### config.mk
export PLATFORM = sky130hd
export DESIGN_NAME = irq_controller_flat
export DESIGN_NICKNAME = d
export VERILOG_FILES = /design/src/rtl/irq_pkg.sv /design/src/rtl/irq_controller_if.sv /design/src/rtl/irq_edge_sync.sv /design/src/rtl/irq_controller.sv /design/src/flat_wrapper.sv
export SDC_FILE = /design/constraint.sdc
export NUM_CORES = 1
export LEC_CHECK = 0
export ABC_AREA = 1
export CORE_MARGIN = 2
export CORE_UTILIZATION = 39
export DETAILED_ROUTE_END_ITERATION = 6
export PLACE_DENSITY = 0.73
export SYNTH_ARGS = -nofsm -noshare
export SYNTH_HDL_FRONTEND = slang
export SYNTH_HIERARCHICAL = 1
export SYNTH_SLANG_ARGS = --single-unit
### constraint.sdc
create_clock -name clk -period 2 [get_ports clk]
set_input_delay 0.4 -clock clk [delete_from_list [all_inputs] [get_ports clk]]
set_output_delay 0.4 -clock clk [all_outputs]
set_load 0.01 [all_outputs]
### src/rtl/irq_pkg.sv
// Shared definitions for the four-line interrupt controller: line count,
// vector layout, FSM state encoding and the vector address helper.
package irq_pkg;

    localparam int NUM_IRQ    = 4;
    localparam int IRQ_ID_W   = 2;
    localparam int VEC_W      = 10;
    localparam int VEC_STRIDE = 4;

    // Handler address of line 0; lines follow at VEC_STRIDE spacing.
    // The highest line (0x3F0 + 3*4 = 0x3FC) still fits in VEC_W bits.
    localparam logic [VEC_W-1:0] VEC_BASE = 10'h3F0;

    typedef enum logic [1:0] {
        ST_IDLE    = 2'd0,
        ST_REQ     = 2'd1,
        ST_SERVICE = 2'd2
    } irq_state_e;

    // Handler address for a line index, truncated to the cpu PC width.
    function automatic logic [VEC_W-1:0] irq_vector(input logic [IRQ_ID_W-1:0] id);
        return VEC_W'(32'(VEC_BASE) + 32'(id) * 32'(VEC_STRIDE));
    endfunction

endpackage

### src/rtl/irq_controller_if.sv
// Bundle of the request, cpu handshake and status signals between the
// interrupt controller (slave) and the cpu/system side (master).
interface irq_controller_if;

    logic [irq_pkg::NUM_IRQ-1:0]  req;
    logic                         mask_we;
    logic [irq_pkg::NUM_IRQ-1:0]  mask_in;
    logic                         ack;
    logic                         reti;
    logic                         irq;
    logic [irq_pkg::VEC_W-1:0]    vec;
    logic [irq_pkg::IRQ_ID_W-1:0] irq_id;
    logic [irq_pkg::NUM_IRQ-1:0]  pending;
    logic [irq_pkg::NUM_IRQ-1:0]  mask;

    // Controller side.
    modport slave (
        input  req, mask_we, mask_in, ack, reti,
        output irq, vec, irq_id, pending, mask
    );

    // Cpu / system side.
    modport master (
        output req, mask_we, mask_in, ack, reti,
        input  irq, vec, irq_id, pending, mask
    );

endinterface

### src/rtl/irq_edge_sync.sv
// Three-flop synchroniser for one asynchronous request line, followed by a
// rising-edge detector. A level held high yields a single one-cycle pulse.
module irq_edge_sync (
    input  logic clk,
    input  logic reset,
    input  logic i_req,
    output logic o_edge
);

    logic r_s1;
    logic r_s2;
    logic r_s3;

    // Shift the request through the synchroniser chain; r_s3 is the history tap.
    // NOTE: sequential state uses <= so every flop samples its pre-edge input.
    always_ff @(posedge clk) begin
        if (reset) begin
            r_s1 <= 1'b0;
            r_s2 <= 1'b0;
            r_s3 <= 1'b0;
        end else begin
            r_s1 <= i_req;
            r_s2 <= r_s1;
            r_s3 <= r_s2;
        end
    end

    assign o_edge = r_s2 & ~r_s3;

endmodule

### src/rtl/irq_controller.sv
// Four-line interrupt controller: edge-detects the request lines, latches
// pending requests, applies the cpu mask, picks the lowest-numbered eligible
// line and runs the irq/ack/reti handshake with one line in service at a time.
module irq_controller
    import irq_pkg::*;
(
    input  logic               clk,
    input  logic               reset,
    irq_controller_if.slave    bus
);

    logic [NUM_IRQ-1:0]  w_edge;
    logic [NUM_IRQ-1:0]  w_eligible;
    logic [NUM_IRQ-1:0]  w_clear;
    logic [IRQ_ID_W-1:0] w_winner;
    logic                w_any;

    logic [NUM_IRQ-1:0]  r_mask;
    logic [NUM_IRQ-1:0]  r_pending;
    irq_state_e          r_state;
    logic                r_irq;
    logic [VEC_W-1:0]    r_vec;
    logic [IRQ_ID_W-1:0] r_irq_id;

    for (genvar g = 0; g < NUM_IRQ; g++) begin : g_sync
        irq_edge_sync u_sync (
            .clk    (clk),
            .reset  (reset),
            .i_req  (bus.req[g]),
            .o_edge (w_edge[g])
        );
    end

    assign w_eligible = r_pending & r_mask;
    assign w_any      = |w_eligible;

    // Fixed-priority pick: scanning downwards lets line 0 overwrite the rest.
    // NOTE: every always_comb output gets a default first so no latch is inferred.
    always_comb begin
        w_winner = '0;
        for (int i = NUM_IRQ - 1; i >= 0; i--) begin
            if (w_eligible[i]) begin
                w_winner = IRQ_ID_W'(i);
            end
        end
    end

    // An accepted ack retires the pending bit of the latched line.
    always_comb begin
        w_clear = '0;
        if (r_state == ST_REQ && bus.ack) begin
            w_clear[r_irq_id] = 1'b1;
        end
    end

    // Mask register, loaded by the cpu write strobe.
    always_ff @(posedge clk) begin
        if (reset) begin
            r_mask <= '0;
        end else if (bus.mask_we) begin
            r_mask <= bus.mask_in;
        end
    end

    // Pending latches; a fresh edge on the line being acked keeps it pending.
    always_ff @(posedge clk) begin
        if (reset) begin
            r_pending <= '0;
        end else begin
            r_pending <= (r_pending & ~w_clear) | w_edge;
        end
    end

    // Request/service FSM with registered irq, vector and line index.
    always_ff @(posedge clk) begin
        if (reset) begin
            r_state  <= ST_IDLE;
            r_irq    <= 1'b0;
            r_vec    <= '0;
            r_irq_id <= '0;
        end else begin
            case (r_state)
                ST_IDLE: begin
                    if (w_any) begin
                        r_state  <= ST_REQ;
                        r_irq    <= 1'b1;
                        r_irq_id <= w_winner;
                        r_vec    <= irq_vector(w_winner);
                    end
                end
                ST_REQ: begin
                    // Vector and index stay frozen: no pre-emption while waiting.
                    if (bus.ack) begin
                        r_state <= ST_SERVICE;
                        r_irq   <= 1'b0;
                    end else if (!w_eligible[r_irq_id]) begin
                        r_state <= ST_IDLE;
                        r_irq   <= 1'b0;
                    end
                end
                ST_SERVICE: begin
                    if (bus.reti) begin
                        r_state <= ST_IDLE;
                    end
                end
                default: begin
                    r_state <= ST_IDLE;
                    r_irq   <= 1'b0;
                end
            endcase
        end
    end

    assign bus.irq     = r_irq;
    assign bus.vec     = r_vec;
    assign bus.irq_id  = r_irq_id;
    assign bus.pending = r_pending;
    assign bus.mask    = r_mask;

endmodule

### src/flat_wrapper.sv
// flat-port wrapper written by rule: the top's interface ports become plain ports
module irq_controller_flat import irq_pkg::*;
  (clk, reset, bus_req, bus_mask_we, bus_mask_in, bus_ack, bus_reti, bus_irq, bus_vec, bus_irq_id, bus_pending, bus_mask);
  irq_controller_if bus_i ();
  input  logic clk;
  input  logic reset;
  input wire logic [$bits(bus_i.req)-1:0] bus_req;
  input wire logic [$bits(bus_i.mask_we)-1:0] bus_mask_we;
  input wire logic [$bits(bus_i.mask_in)-1:0] bus_mask_in;
  input wire logic [$bits(bus_i.ack)-1:0] bus_ack;
  input wire logic [$bits(bus_i.reti)-1:0] bus_reti;
  output wire logic [$bits(bus_i.irq)-1:0] bus_irq;
  output wire logic [$bits(bus_i.vec)-1:0] bus_vec;
  output wire logic [$bits(bus_i.irq_id)-1:0] bus_irq_id;
  output wire logic [$bits(bus_i.pending)-1:0] bus_pending;
  output wire logic [$bits(bus_i.mask)-1:0] bus_mask;
  assign bus_i.req = bus_req;
  assign bus_i.mask_we = bus_mask_we;
  assign bus_i.mask_in = bus_mask_in;
  assign bus_i.ack = bus_ack;
  assign bus_i.reti = bus_reti;
  assign bus_irq = bus_i.irq;
  assign bus_vec = bus_i.vec;
  assign bus_irq_id = bus_i.irq_id;
  assign bus_pending = bus_i.pending;
  assign bus_mask = bus_i.mask;
  irq_controller u_core (.clk(clk), .reset(reset), .bus(bus_i));
endmodule
Word-level counts from Yosys, hierarchy flattened
Index checks and enable logic that the tools add are counted.
- register bits: 35
- bits of input ports: 13
- output and inout port bits: 21
- word-level logic and storage cells: 64
- $add $sub $neg: 1
- magnitude comparators: 2
- equal/unequal tests: 5
- muxes and demuxes: 18
- bitwise logic cells: 13
- reduce and logical (&&, ||, !) cells: 7
- operator list (cell ; count):
    2-to-1 mux 2 bit ; 8
    adder 10 x 4 -> 10 bit, first input constant ; 1
    bitwise AND 4 bit ; 2
    case mux 2 bit (3 select lines) ; 1
    AND reduction 3 bit ; 2
    2-to-1 mux 1 bit ; 5
    NOT 1 bit ; 5
    bitwise AND 1 bit ; 4
    2-to-1 mux 4 bit ; 1
    NOT 4 bit ; 1
    bitwise OR 4 bit ; 1
    OR reduction 4 bit ; 1
    < comparator 2 x 3 -> 1 bit, second input constant ; 1
    != test 3 bit, second input constant ; 1
    case mux 1 bit (3 select lines) ; 1
    binary-select mux 1 bit (select 2 bit) ; 1
    demux 1 bit (select 2 bit) ; 1
    == test 2 x 1 -> 1 bit, second input constant ; 1
    == test 2 bit, second input constant ; 1
    greater-or-equal comparator 2 x 1 -> 1 bit, second input constant ; 1
    logical AND 1 bit ; 2
    logical NOT 2 bit ; 1
    != test 2 x 1 -> 1 bit, second input constant ; 1
    != test 2 bit, second input constant ; 1
    AND reduction 2 bit ; 1

Logic depth before layout (Yosys ltp)
- depth after elaboration: 8
- depth in mapped cells: 9
- gate-level depth less buffers: 9

Hierarchy
The synthesis kept the hierarchy.
- modules (own cells, without submodules) (module ; times used ; cells an instance ; area an instance (um^2) ; sequential area each (um^2)):
    irq_controller ; 1 ; 96 ; 665.6 ; 280.3
    irq_edge_sync ; 4 ; 10 ; 86.3 ; 60.1

Worst setup path before layout
OpenSTA, ideal clock, no wires.
- kind: reg-to-reg
- from: register u_core.r_irq_id[0], in the netlist u_core/bus.irq_id[0]
- to: register u_core.r_irq, in the netlist u_core/bus.irq
- library setup time: 0.117 ns
- arrival time: 0.948 ns
- data required time: 1.883 ns
- path slack: 0.935 ns
- stages on the path, launching flop included: 10
- path buffers: 0
- period minus slack after synthesis: 1.065 ns
- cells stage by stage: dfxtp_1 -> inv_2 -> nand2_1 -> nor2_1 -> nor2_1 -> nand2_1 -> nand2_1 -> nand2_1 -> nand2_1 -> a21oi_2
- cells in the longest elaborated chain, start to end: 4
- ends and longest elaborated chain (what ; RTL line ; text):
    from (decl) ; irq_controller.sv:23 ; logic [IRQ_ID_W-1:0] r_irq_id;
    from (signal assigned) ; irq_controller.sv:87 ; r_irq_id <= w_winner;
    binary-select mux 1 bit (select 2 bit) ; irq_controller.sv:96 ; end else if (!w_eligible[r_irq_id]) begin
    2-to-1 mux 1 bit (implied by the code) ; irq_controller.sv:96 ;
    != test 3 bit (no source line) ; n/a ;
    AND reduction 3 bit (no source line) ; n/a ;
    to (signal assigned) ; irq_controller.sv:95 ; r_irq <= 1'b0;
    to (signal assigned) ; irq_controller.sv:98 ; r_irq <= 1'b0;
    to (signal assigned) ; irq_controller.sv:108 ; r_irq <= 1'b0;
    to (decl) ; irq_controller.sv:21 ; logic r_irq;
No other way between the ends. The select of a mux whose other input is x is not followed.
A chain may end at the register's enable or synchronous reset.

Final worst setup path
- from: register u_core.r_irq_id[0], in the netlist u_core/bus.irq_id[0]
- to: output port bus_irq_id[0]
- RTL lines (what ; RTL line ; text):
    to (decl) ; flat_wrapper.sv:14 ; output wire logic [$bits(bus_i.irq_id)-1:0] bus_irq_id;
No word-level cell between the ends.

==> impl_metrics.xml <==
<?xml version="1.0" encoding="UTF-8"?>
<metrics>
  <group name="outcome">
    <metric name="status" unit="">finished clean</metric>
  </group>
  <group name="timing">
    <metric name="fmax" unit="GHz">0.559</metric>
    <metric name="setup_slack" unit="ns">0.212</metric>
    <metric name="final.period_utilization" unit="">0.894</metric>
    <metric name="finalSetupViolCount" unit="">0</metric>
    <metric name="number_of_hold_violations_in_the_final_report" unit="">0</metric>
    <metric name="hold_ws" unit="ns">0.412</metric>
    <metric name="finalWorstPathRequiredPeriod" unit="ns">1.79</metric>
    <metric name="final.setup_skew" unit="ns">0.0114</metric>
    <metric name="setup-tns-final" unit="ns">0</metric>
    <metric name="rsz0062_at_grt" unit="">no</metric>
    <metric name="timing_max_transition_violations_final" unit="">0</metric>
  </group>
  <group name="clock_tree">
    <metric name="post_cts_resize_count" unit="">0</metric>
    <metric name="cts_buffer_depth" unit="">2</metric>
    <metric name="cts.sink_count" unit="">26</metric>
    <metric name="clock_tree_from_tritoncts" unit="">yes</metric>
    <metric name="worstSkewPairLatency" unit="ns">0.32</metric>
    <metric name="cts_htree_levels" unit="">1</metric>
    <metric name="worst_setup_hold_path_clk_slew" unit="ns">0.14</metric>
    <metric name="cts_hold_buf" unit="">0</metric>
    <metric name="cts.repair_timing.setup_buffer_count" unit="">0</metric>
    <metric name="numCtsBuffers" unit="">3</metric>
    <metric name="cts.root.buffer_cell" unit="">clkbuf_4</metric>
  </group>
  <group name="worst_setup_path">
    <metric name="slowest_stage" unit="">clkdlybuf4s50_1</metric>
    <metric name="critical_path_depth" unit="">1</metric>
    <metric name="crit_fanout" unit="">7</metric>
    <metric name="cpPeakStageDelay" unit="ns">0.59</metric>
    <metric name="r2r_cells" unit="">9</metric>
    <metric name="critPathLaunchType" unit="">flip-flop</metric>
    <metric name="signal_arrival_time_at_the_worst_endpoint" unit="ns">1.39</metric>
    <metric name="crit_buf_inv" unit="">1</metric>
    <metric name="worst-endpoint-required" unit="ns">1.60</metric>
    <metric name="cp-end-kind" unit="">output pin</metric>
    <metric name="crit_type" unit="">flip-flop to output pin</metric>
    <metric name="crit_path_cell_trace" unit="">clkdlybuf4s50_1</metric>
    <metric name="timing.critical_path.max_delay_family" unit="">buffers and inverters</metric>
  </group>
  <group name="yosys">
    <metric name="synth-seq-area-share" unit="">0.515</metric>
    <metric name="post_synth.cell_area_avg" unit="µm²">7.43</metric>
    <metric name="synth_seq_cells" unit="">26</metric>
    <metric name="postSynthCellCount" unit="">136</metric>
    <metric name="yosysUniqueCellTypes" unit="">15</metric>
    <metric name="synth_area" unit="µm²">1010</metric>
    <metric name="ys.warnings.count" unit="">6</metric>
  </group>
  <group name="cells_and_area">
    <metric name="layout-area-overhead-vs-synth" unit="%">32.7</metric>
    <metric name="final_cell_count_no_fill" unit="">194</metric>
    <metric name="layout-drive-gt1-share" unit="">0.0488</metric>
    <metric name="final.fill_count" unit="">250</metric>
    <metric name="sequential_cell_area" unit="µm²">520</metric>
    <metric name="num_antenna_cells" unit="">0</metric>
    <metric name="area_of_combinational_cells_with_multiple_inputs" unit="µm²">335</metric>
    <metric name="finish.net_count" unit="">178</metric>
  </group>
  <group name="floorplan">
    <metric name="core" unit="µm²">2480</metric>
    <metric name="floorplan.initialDensity" unit="">0.408</metric>
    <metric name="die_height" unit="µm">54.9</metric>
    <metric name="die_wd" unit="µm">54.9</metric>
    <metric name="floorplan.io_pins" unit="">34</metric>
    <metric name="dieArea" unit="µm²">3020</metric>
    <metric name="placement_rows" unit="">18</metric>
  </group>
  <group name="placed_design">
    <metric name="half_perimeter_wire_length_after_detailed_placement" unit="mm">1.49</metric>
    <metric name="post-place-cells" unit="">190</metric>
    <metric name="numPortBuffers" unit="">31</metric>
    <metric name="place_congestion" unit="">0.854</metric>
    <metric name="pre_cts_setup_slack" unit="ns">0.560</metric>
  </group>
  <group name="detailed_routing">
    <metric name="routed_vias" unit="">868</metric>
    <metric name="route.detailed.vias_per_inst" unit="">4.47</metric>
    <metric name="firstDrtPassIters" unit="">4</metric>
    <metric name="routed_wl" unit="mm">1.85</metric>
    <metric name="route.antenna.remaining_nets" unit="">0</metric>
    <metric name="detailedRoute.firstIterationViolations" unit="">14</metric>
    <metric name="detail_route.wl_per_cell" unit="µm">9.55</metric>
    <metric name="drc" unit="">0</metric>
  </group>
  <group name="pwr">
    <metric name="cellPowerDensity" unit="nW/µm²">711</metric>
    <metric name="vdd.ir_drop.worst" unit="mV">0.529</metric>
    <metric name="power.static_leakage" unit="nW">0.577</metric>
  </group>
  <group name="min_path">
    <metric name="worst_hold_check_path_type" unit="">flip-flop to flip-flop</metric>
    <metric name="worstHoldPathCells" unit="">2</metric>
  </group>
  <group name="global_routing">
    <metric name="grt_pass1_vias" unit="">783</metric>
    <metric name="track_usage" unit="">0.138</metric>
    <metric name="first_pass_grt_wire_length" unit="mm">3.02</metric>
    <metric name="grt_antenna_before_repair" unit="">0</metric>
    <metric name="grt_overflow" unit="">0</metric>
    <metric name="grt_start_max_net_pins" unit="">15</metric>
  </group>
  <group name="flow_run">
    <metric name="drv.max_cap_violation_count" unit="">0</metric>
  </group>
</metrics>
[logic make-up (layout without fill, tap and decap cells)]
kind of cell	count (synthesis)	count (layout)	share of synthesized area
simple gates	57	57	0.222
other cells	1	2	0.00371
compound gates	19	19	0.103
buf+inv	33	60	0.157
flops	26	26	0.515
[path summary, 6_finish.rpt]
check	start	to	slack [ns]
max	u_core/bus.irq_id[0]	bus_irq_id[0]	0.21
min reg2reg	u_core/g_sync[1].u_sync/r_s1	u_core/g_sync[1].u_sync/r_s2	0.41
min	u_core/g_sync[1].u_sync/r_s1	u_core/g_sync[1].u_sync/r_s2	0.41
max reg2reg	u_core/bus.irq_id[0]	u_core/bus.irq	0.83
[routing by layer]
metal	track usage	part of all wire	up-vias
li1	-	-	454
met1	0.145	0.43	382
met2	0.270	0.49	30
met3	0.0242	0.067	2
met4	0.0488	0.0092	0
met5	0	0	-
[cells in the mapped netlist]
cell,instances,area (µm²)
inv_1,22,82.6
o31ai_1,2,15.0
inv_2,1,3.75
conb_1,1,3.75
a21oi_1,8,40.0
o21ai_0,8,40.0
nor2_1,30,113
dfxtp_1,26,521
nand2_1,21,78.8
nand3b_1,1,7.51
buf_4,9,67.6
nand3_1,4,20.0
nor3_1,1,5.00
buf_2,1,5.00
a21oi_2,1,8.76
[cells in the final DEF (no fill, tap or decap), types with 3 or more instances in the layout]
| cell | count |
|---|---|
| o21ai_0 | 8 |
| clkdlybuf4s50_1 | 31 |
| nand3_1 | 4 |
| a21oi_1 | 8 |
| dfxtp_1 | 26 |
| inv_1 | 22 |
| nor2_1 | 30 |
| clkbuf_4 | 3 |
| nand2_1 | 21 |
[flip-flops by register name, indices dropped and copies added (netlist names)]
signal and cells:
u_core/bus.vec 2, u_core/bus.irq 1, u_core/g_sync.u_sync/r_s1 4, u_core/g_sync.u_sync/r_s2 4, u_core/bus.irq_id 1, u_core/bus.mask 4
u_core/g_sync.u_sync/r_s3 4, u_core/r_state 2, u_core/bus.pending 4
[where the power goes]
group | total, mW | internal [mW] | switching [mW] | leakage, nW
Sequential | 0.561 | 0.543 | 0.0178 | 0.213
Clock | 0.258 | 0.111 | 0.147 | 0.0210
Combinational | 0.135 | 0.0770 | 0.0582 | 0.342
[layout make-up]
class                           count  share of cell area
Inverter                           23              0.0644
Timing Repair Buffer               33               0.243
Tap cell                           30              0.0280
Clock buffer                        4              0.0271
Multi-Input combinational cell     78               0.250
Sequential cell                    26               0.388
[per-stage QoR]
step	util	cell area, µm²	power [mW]
final	0.541	1340	0.954
after global routing	0.541	1340	0.995
after CTS	0.541	1340	0.965
after detailed placement	0.527	1310	0.710
after global placement	0.527	1310	0.705
after floorplan	-	1010	0.638
Power figures use the tool's default switching activity.
